<file path="src/rtl/imem_loader_pkg.sv">
// Shared state encoding and stream-format constants for the instruction-memory boot loader.
package imem_loader_pkg;

  typedef enum logic [2:0] {
    IDLE,
    LEN_LO,
    LEN_HI,
    DATA,
    DONE,
    ERR
  } state_t;

  localparam int unsigned LEN_BYTES      = 2;
  localparam int unsigned BYTES_PER_WORD = 4;

endpackage

</file>
<file path="src/rtl/imem_word_packer.sv">
// Assembles little-endian bytes into instruction words; the first byte of a word lands in bits [7:0].
module imem_word_packer
  import imem_loader_pkg::*;
(
  input  logic                          clk,
  input  logic                          clear,
  input  logic                          byte_valid,
  input  logic [7:0]                    byte_data,
  output logic                          word_valid,
  output logic [8*BYTES_PER_WORD-1:0]   word
);

  localparam int unsigned LANE_W = $clog2(BYTES_PER_WORD);
  localparam logic [LANE_W-1:0] LAST_LANE = LANE_W'(BYTES_PER_WORD - 1);

  logic [LANE_W-1:0]                 lane;
  logic [8*(BYTES_PER_WORD-1)-1:0]   shreg;

  always_ff @(posedge clk) begin
    if (clear) begin
      lane  <= '0;
      shreg <= '0;
    end else if (byte_valid) begin
      lane  <= lane + LANE_W'(1);
      shreg <= {byte_data, shreg[8*(BYTES_PER_WORD-1)-1:8]};
    end
  end

  // The final byte bypasses the shift register so the word is ready in its acceptance cycle.
  assign word_valid = byte_valid && (lane == LAST_LANE);
  assign word       = {byte_data, shreg};

endmodule

</file>
<file path="src/rtl/imem_boot_loader.sv">
// Boot loader: parses a length-prefixed byte stream, writes words into instruction memory,
// and holds the core stalled until a load completes successfully.
module imem_boot_loader
  import imem_loader_pkg::*;
#(
  parameter int unsigned ADDR_WIDTH = 32,
  parameter int unsigned INST_WIDTH = 32,
  parameter int unsigned IMEM_DEPTH = 1024
) (
  input  logic                  clk,
  input  logic                  rst,
  input  logic                  start,
  input  logic [7:0]            s_data,
  input  logic                  s_valid,
  output logic                  s_ready,
  output logic                  imem_we,
  output logic [ADDR_WIDTH-1:0] imem_waddr,
  output logic [INST_WIDTH-1:0] imem_wdata,
  output logic                  core_stall,
  output logic                  load_done,
  output logic                  load_err
);

  localparam int unsigned HDR_BITS = 8 * LEN_BYTES;
  localparam logic [ADDR_WIDTH:0] DEPTH_EXT = (ADDR_WIDTH+1)'(IMEM_DEPTH);

  state_t                      state;
  logic [HDR_BITS-1:0]         len;
  logic [HDR_BITS-1:0]         word_cnt;
  logic                        done_pending;
  logic                        accept;
  logic                        start_ok;
  logic                        packer_clear;
  logic                        word_valid;
  logic [8*BYTES_PER_WORD-1:0] word;
  logic [HDR_BITS-1:0]         n_next;
  logic [ADDR_WIDTH:0]         n_ext;

  assign accept       = s_valid && s_ready;
  assign start_ok     = start && (state == IDLE || state == DONE || state == ERR);
  assign packer_clear = rst || start_ok;
  assign n_next       = {s_data, len[7:0]};
  assign n_ext        = (ADDR_WIDTH+1)'(n_next);

  imem_word_packer u_packer (
    .clk        (clk),
    .clear      (packer_clear),
    .byte_valid (accept && state == DATA),
    .byte_data  (s_data),
    .word_valid (word_valid),
    .word       (word)
  );

  always_ff @(posedge clk) begin
    if (rst) begin
      state        <= IDLE;
      s_ready      <= 1'b0;
      imem_we      <= 1'b0;
      imem_waddr   <= '0;
      imem_wdata   <= '0;
      core_stall   <= 1'b1;
      load_done    <= 1'b0;
      load_err     <= 1'b0;
      len          <= '0;
      word_cnt     <= '0;
      done_pending <= 1'b0;
    end else begin
      imem_we <= 1'b0;
      case (state)
        IDLE, DONE, ERR: begin
          if (start) begin
            state      <= LEN_LO;
            s_ready    <= 1'b1;
            core_stall <= 1'b1;
            load_done  <= 1'b0;
            load_err   <= 1'b0;
          end
        end
        LEN_LO: begin
          if (accept) begin
            len[7:0] <= s_data;
            state    <= LEN_HI;
          end
        end
        LEN_HI: begin
          if (accept) begin
            len[HDR_BITS-1:8] <= s_data;
            word_cnt          <= '0;
            done_pending      <= 1'b0;
            if (n_next == '0) begin
              state      <= DONE;
              s_ready    <= 1'b0;
              core_stall <= 1'b0;
              load_done  <= 1'b1;
            end else if (n_ext > DEPTH_EXT) begin
              state    <= ERR;
              s_ready  <= 1'b0;
              load_err <= 1'b1;
            end else begin
              state <= DATA;
            end
          end
        end
        DATA: begin
          // done_pending marks the cycle the final write is on the port; DONE follows it.
          if (word_valid && !done_pending) begin
            imem_we    <= 1'b1;
            imem_waddr <= ADDR_WIDTH'(word_cnt);
            imem_wdata <= INST_WIDTH'(word);
            word_cnt   <= word_cnt + HDR_BITS'(1);
            if (word_cnt == len - HDR_BITS'(1)) done_pending <= 1'b1;
          end
          if (done_pending) begin
            state        <= DONE;
            s_ready      <= 1'b0;
            core_stall   <= 1'b0;
            load_done    <= 1'b1;
            done_pending <= 1'b0;
          end
        end
        default: state <= IDLE;
      endcase
    end
  end

endmodule
</file>
<file path="config.mk">
export PLATFORM = sky130hd
export DESIGN_NAME = imem_boot_loader
export DESIGN_NICKNAME = d
export VERILOG_FILES = /design/src/rtl/imem_loader_pkg.sv /design/src/rtl/imem_word_packer.sv /design/src/rtl/imem_boot_loader.sv
export SDC_FILE = /design/constraint.sdc
export NUM_CORES = 1
export LEC_CHECK = 0
export CORE_MARGIN = 2
export CORE_UTILIZATION = 40
export CTS_CLUSTER_SIZE = 12
export DETAILED_ROUTE_END_ITERATION = 8
export REMOVE_ABC_BUFFERS = 1
export SETUP_SLACK_MARGIN = 0.02
export SKIP_CTS_REPAIR_TIMING = 1
export SYNTH_ARGS = -nofsm -noshare
export SYNTH_HDL_FRONTEND = slang
export SYNTH_SLANG_ARGS = --single-unit
</file>
<file path="constraint.sdc">
create_clock -name clk -period 2.6 [get_ports clk]
set_input_delay 0.52 -clock clk [delete_from_list [all_inputs] [get_ports clk]]
set_output_delay 0.52 -clock clk [all_outputs]
set_load 0.02 [all_outputs]
</file>
=== Yosys cells after proc, flatten, opt, wreduce, memory -nomap -nowiden ===
Cells that the tools add are included.

* Register bits after elaboration: 115
* Bits in read-only memories: 0
* Latch bits: 0
* Memory bits (writable): 0
* Memories: 0
* Logic and storage cells: 94

* Shift-type cells: 0
* $mul: 0
* Order comparisons: 1
* Bitwise operators: 1
* Mux-type cells: 34
* Add/subtract/negate cells: 3
* Reductions and logical operators: 25
* Divide/modulo/power cells: 0
* Equality and inequality tests: 16

{| class="wikitable"
|+ Operator list
! cell !! count
|-
| 16-bit two-way mux || 2
|-
| 16-bit case mux with 2 select lines || 1
|-
| 1-bit two-way mux || 19
|-
| 3-bit two-way mux || 6
|-
| 16-bit by 1-bit adder with 16-bit output (second input constant) || 1
|-
| 16-bit == test || 1
|-
| 16-bit by 11-bit greater-than comparator with 1-bit output (second input constant) || 1
|-
| 16-bit zero test || 1
|-
| 16-bit by 1-bit subtractor with 16-bit output (second input constant) || 1
|-
| 5-bit AND reduction || 3
|-
| 2-bit != test (second input constant) || 7
|-
| 3-bit case mux with 4 select lines || 1
|-
| 1-bit case mux with 3 select lines || 3
|-
| 2-bit AND reduction || 4
|-
| 3-bit by 2-bit == test with 1-bit output (second input constant) || 2
|-
| 3-bit == test (second input constant) || 2
|-
| 1-bit logical AND || 5
|-
| 1-bit case mux with 2 select lines || 2
|-
| 4-bit AND reduction || 1
|-
| 2-bit nonzero test || 2
|-
| 3-bit by 1-bit == test with 1-bit output (second input constant) || 1
|-
| 3-bit zero test || 1
|-
| 1-bit logical OR || 3
|-
| 3-bit != test (second input constant) || 1
|-
| other kinds (9) || 9
|}

=== Longest topological paths before layout ===
Gate-level depths: netlist of the first run.

* Depth in word-level cells: 7
* Depth in mapped cells: 8
* Depth with buffers taken out: 8

=== Cells and area by module ===
Synthesis of the first run repeated with hierarchy kept, for this count alone.

* Cell total of the unflattened synthesis: 621
* Area total of the unflattened synthesis: 5218.8 µm²

{| class="wikitable"
|+ By module, submodules not included
! module !! cells an instance !! times used !! area each (µm²)
|-
| imem_boot_loader || 527 || 1 || 4195.3
|-
| imem_word_packer || 94 || 1 || 1023.5
|}

=== Worst setup path after synthesis of the first run ===
Ideal clock, no wire load.

* Path type: register -> register
* Start point: reg len[0]
* End point: reg done_pending
* Clock period less this slack: 1.915 ns
* Setup slack: 0.685 ns
* Cell stages (with the launch flop): 9
* Path buffers: 0
* Data required time: 2.481 ns
* Arrival: 1.796 ns
* Cells stage by stage: dfxtp_1 -> inv_1 -> ha_1 -> or3b_2 -> nor3_2 -> xor2_1 -> o31ai_1 -> o21ai_0 -> o21ai_1

* Longest elaborated chain between the ends: 6

{| class="wikitable"
|+ RTL lines
! element !! RTL line !! text
|-
| start, declared || imem_boot_loader.sv:28 || <nowiki>logic [HDR_BITS-1:0] len;</nowiki>
|-
| start signal, assigned || imem_boot_loader.sv:81 || <nowiki>len[7:0] <= s_data;</nowiki>
|-
| start signal, assigned by index || imem_boot_loader.sv:87 || <nowiki>len[HDR_BITS-1:8] <= s_data;</nowiki>
|-
| 16-bit by 1-bit subtractor with 16-bit output || imem_boot_loader.sv:111 || <nowiki>if (word_cnt == len - HDR_BITS'(1)) done_pending <= 1'b1;</nowiki>
|-
| 16-bit == test || imem_boot_loader.sv:111 ||
|-
| 1-bit two-way mux || imem_boot_loader.sv:111 ||
|-
| 1-bit two-way mux || imem_boot_loader.sv:106 || <nowiki>if (word_valid && !done_pending) begin</nowiki>
|-
| 1-bit two-way mux || imem_boot_loader.sv:113 || <nowiki>if (done_pending) begin</nowiki>
|-
| 1-bit case mux with 2 select lines || imem_boot_loader.sv:69 || <nowiki>case (state)</nowiki>
|-
| end signal, assigned || imem_boot_loader.sv:66 || <nowiki>done_pending <= 1'b0;</nowiki>
|-
| end signal, assigned || imem_boot_loader.sv:111 ||
|-
| end signal, assigned || imem_boot_loader.sv:118 || <nowiki>done_pending <= 1'b0;</nowiki>
|-
| end, declared || imem_boot_loader.sv:30 || <nowiki>logic done_pending;</nowiki>
|}

No other way between the ends.
A chain may end at the register's enable or synchronous reset.

=== Worst setup path in the final report of the first run ===
* Start point: reg u_packer.lane[0]
* End point: reg word_cnt[12]

* Longest elaborated chain between the ends: 5

{| class="wikitable"
|+ RTL lines
! element !! RTL line !! text
|-
| start, declared || imem_word_packer.sv:16 || <nowiki>logic [LANE_W-1:0] lane;</nowiki>
|-
| start signal, assigned || imem_word_packer.sv:24 || <nowiki>lane <= lane + LANE_W'(1);</nowiki>
|-
| 2-bit == test || imem_word_packer.sv:30 || <nowiki>assign word_valid = byte_valid && (lane == LAST_LANE);</nowiki>
|-
| 1-bit logical AND || imem_word_packer.sv:30 ||
|-
| 1-bit logical AND || imem_boot_loader.sv:106 ||
|-
| 2-bit by 1-bit != test with 1-bit output (no line) || - ||
|-
| 3-bit AND reduction (no line) || - ||
|-
| end signal, assigned || imem_boot_loader.sv:110 || <nowiki>word_cnt <= word_cnt + HDR_BITS'(1);</nowiki>
|-
| end, declared || imem_boot_loader.sv:29 || <nowiki>logic [HDR_BITS-1:0] word_cnt;</nowiki>
|}

No other way between the ends.

==> results of run 1 <==
==> registers in the layout (all words and copies together), names as in the netlist <==
register,flops
imem_wdata,32
u_packer.shreg,24
imem_waddr,16
len,16
word_cnt,16
state,3
u_packer.lane,2
core_stall,1
done_pending,1
imem_we,1
load_done,1
load_err,1
s_ready,1
==> cell type report <==
cell class | instances | area share [%]
clock buffer | 17 | 6.53
clock inverter | 15 | 3.51
inverter | 3 | 0.173
multi-input combinational | 478 | 38.5
sequential | 115 | 35.3
tap | 172 | 3.30
timing repair buffer | 89 | 12.6
==> synthesized netlist by cell type, types with 3 or more instances <==
cell	number	area share, %
ha_1	4	0.99
or2_2	4	0.49
mux2i_1	11	2.2
nor3_1	11	1.1
clkbuf_1	34	2.5
buf_1	3	0.22
a21oi_1	95	9.4
buf_2	5	0.49
xnor2_1	16	2.8
nand4_1	7	0.86
nand3_1	14	1.4
nor2b_1	4	0.49
and4_1	3	0.52
xor2_1	17	2.9
dfxtp_1	115	45
o21ai_0	22	2.2
nand4b_1	4	0.69
nor3b_1	3	0.44
nand2_1	171	13
nor2_1	41	3.0
or3_1	3	0.37
nor4_1	5	0.62
buf_4	17	2.5
==> logic make-up after synthesis <==
group	after synthesis	share of synthesized area [%]
mux	11	2.17
other cells	1	0.0739
simple gates	283	25.4
fa+ha+maj	4	0.987
xor+xnor	33	5.70
compound gates	131	13.9
buf+inv	64	6.41
flops	115	45.4
==> worst paths after layout <==
| check | from | to | slack, ns | cells past startpoint |
|---|---|---|---|---|
| worst min register to register | u_packer.shreg[4]$_SDFFE_PP0P_ | imem_wdata[4]$_SDFFE_PP0P_ | 0.45 | 2 |
| worst min-delay path | rst | state[2]$_SDFFE_PP0P_ | 0.44 | 2 |
| worst max register to register | u_packer.lane[0]$_SDFFE_PP0P_ | word_cnt[12]$_SDFFE_PP0P_ | 0.32 | 8 |
| worst max-delay path | u_packer.lane[0]$_SDFFE_PP0P_ | word_cnt[12]$_SDFFE_PP0P_ | 0.32 | 8 |
==> cell usage in the layout, fill, tap and decap left out, drive strengths merged, types with 7 or more instances in the layout <==
cell	n
dfxtp	115
clkdlybuf4s50	63
nor3	12
mux2i	11
nor2	41
nand2	171
buf	26
xor2	17
clkbuf	17
a21oi	95
nand4	7
xnor2	16
conb	16
nor4	8
nand3	14
o21ai	23
==> routing by layer <==
layer	up-vias	share of wire, %
met2	105	48
met5	-	0
li1	2250	-
met3	16	4.1
met4	0	1.7
met1	2033	46
==> where the power goes <==
part | total, uW | internal [uW] | leakage (uW) | switching [uW]
registers | 1850 | 1800 | 0.000927 | 47.4
clock network | 2570 | 1710 | 0.000306 | 860
logic | 621 | 230 | 0.000999 | 391
==> per-stage QoR <==
stage	setup TNS, ns	hold slack, ns	util [%]
after CTS	0	0.428	52.0
final	0	0.436	52.0
after global placement	-0.389	0.441	46.8
after detailed placement	-0.204	0.445	46.8
after global routing	0	0.439	52.0
after floorplan	-63.70	0.426	-
==> critical path: cells and delay by family, from the launching register on <==
family | cells | cell delay [ns]
compound gates | 1 | 0.65
xor+xnor | 1 | 0.15
fa+ha+maj | 1 | 0.17
buf+inv | 1 | 0.22
flops | 1 | 0.36
simple gates | 4 | 0.60
==> run_results.csv, run 1 <==
group,metric,value,unit
cts,htreeDepth,4,
sta,slew-limit-headroom,53.9,%
synth,ys_ff_latch,115,
cts,clkTransAtPathRegs,0.06,ns
worst_setup_path,crit_chain,"ha_1, nand2b_1, a2111oi_1, buf_4, and4_1, nand3_1, xor2_1, nor2_1",
synth,netlist_instances,642,
synth,synthDistinctLibCells,50,
routing,routed_wl,12100,um
cts,cts_inserted_buffers,17,
sta,setup_viol,0,
synth,seq_area_frac_synth,45.4,%
cts,cts_root_buf,"clkbuf_16",
layout,fill_cells,1240,
sta,grt_setup_unrepaired,"no",
floorplan,core,12500,sq um
global_routing,grt_use_met3,5.03,%
cts,tritoncts,"built",
sta,min_period_over_period,87.8,%
worst_setup_path,crit_path_start_kind,"flop",
floorplan,fp.dieH,117,um
routing,drtAntennaViolNets,0,
place,dp_slack,-0.131,ns
global_routing,grt_overflow,0,
layout,area_delta_synth_final,28.5,%
floorplan,dieArea,13600,sq um
routing,vias,4404,
cts,cts_sinks,115,
layout,final_cells,889,
synth,syn_avg_cell_area,7.90,sq um
layout,finish.instance_area,6520,sq um
worst_setup_path,critPathKind,"reg2reg",
floorplan,rows,41,
global_routing,grt_usage,18.5,%
place,dpl.cell_count,857,
power,power_leakage,0.00223,uW
global_routing,antenna_found_initial,0,
layout,antenna_cells,0,
global_routing,grt_pass1_wl,19500,um
sta,finClkSkew,0.00897,ns
synth,ys_async_sr_fraction,0,%
sta,tightest_slew,0.685,ns
power,vdd_drop_max,0.475,mV
layout,ff_latch_area,2300,sq um
layout,drive_above_1_share,10.2,%
sta,finalHoldViolations,0,
routing,drtPass1Iterations,5,
worst_setup_path,path_max_fanout,5,
place,place.gp.congestion,0.830,
worst_setup_path,crit_path_end_kind,"flop",
synth,synth_area,5070,sq um
synth,synth_ff_type,"dfxtp_1",
routing,remaining_drc_errors,0,
job,cap_viol_max_count,0,
floorplan,ios,81,
place,dp_hpwl,8360,um
floorplan,die_w,117,um
place,io_buffers,64,
synth,synth_edf_count,0,
sta,setup_ws,0.318,ns
worst_hold_path,hp-class,"in2reg",
floorplan,initial_core_util,40.5,%
routing,wl_per_cell,13.6,um
power,powerDensity,773,nW/um^2
global_routing,grt_max_degree,42,
worst_setup_path,critPathMaxStageDelay,0.65,ns
global_routing,grt_pass1_vias,3998,
run_status,status,"completed",
worst_setup_path,cpMaxStageDelayCell,"a2111oi_1",
sta,fin_crit,2.28,ns
global_routing,top_usage_layer,"met2",
worst_setup_path,cp.arrival,2.58,ns
layout,multi_input_comb_area,2510,sq um
routing,avgViaCountPerCell,4.95,
cts,clk_path_buf_depth,2,
layout,nets,720,
synth,yosysWarnings,0,
sta,max_freq,0.438,GHz
global_routing,use_met2,29.4,%
worst_setup_path,crit_required,2.89,ns
cts,clock_latency,0.42,ns
power,p_total,5040,uW
routing,dr.first_iter.drc_count,327,
sta,maxSlewViolCount,0,
place,dpl_cell_area,5860,sq um
global_routing,use_met1,24.1,%
No activity file was read; power rests on OpenSTA's default activity.
==> run 2, diff against run 1 <==
Settings changed: CAP_MARGIN from default to 30.
==> results of run 2 <==
The final DEF is identical to that of run 1; final timing and power are the same.
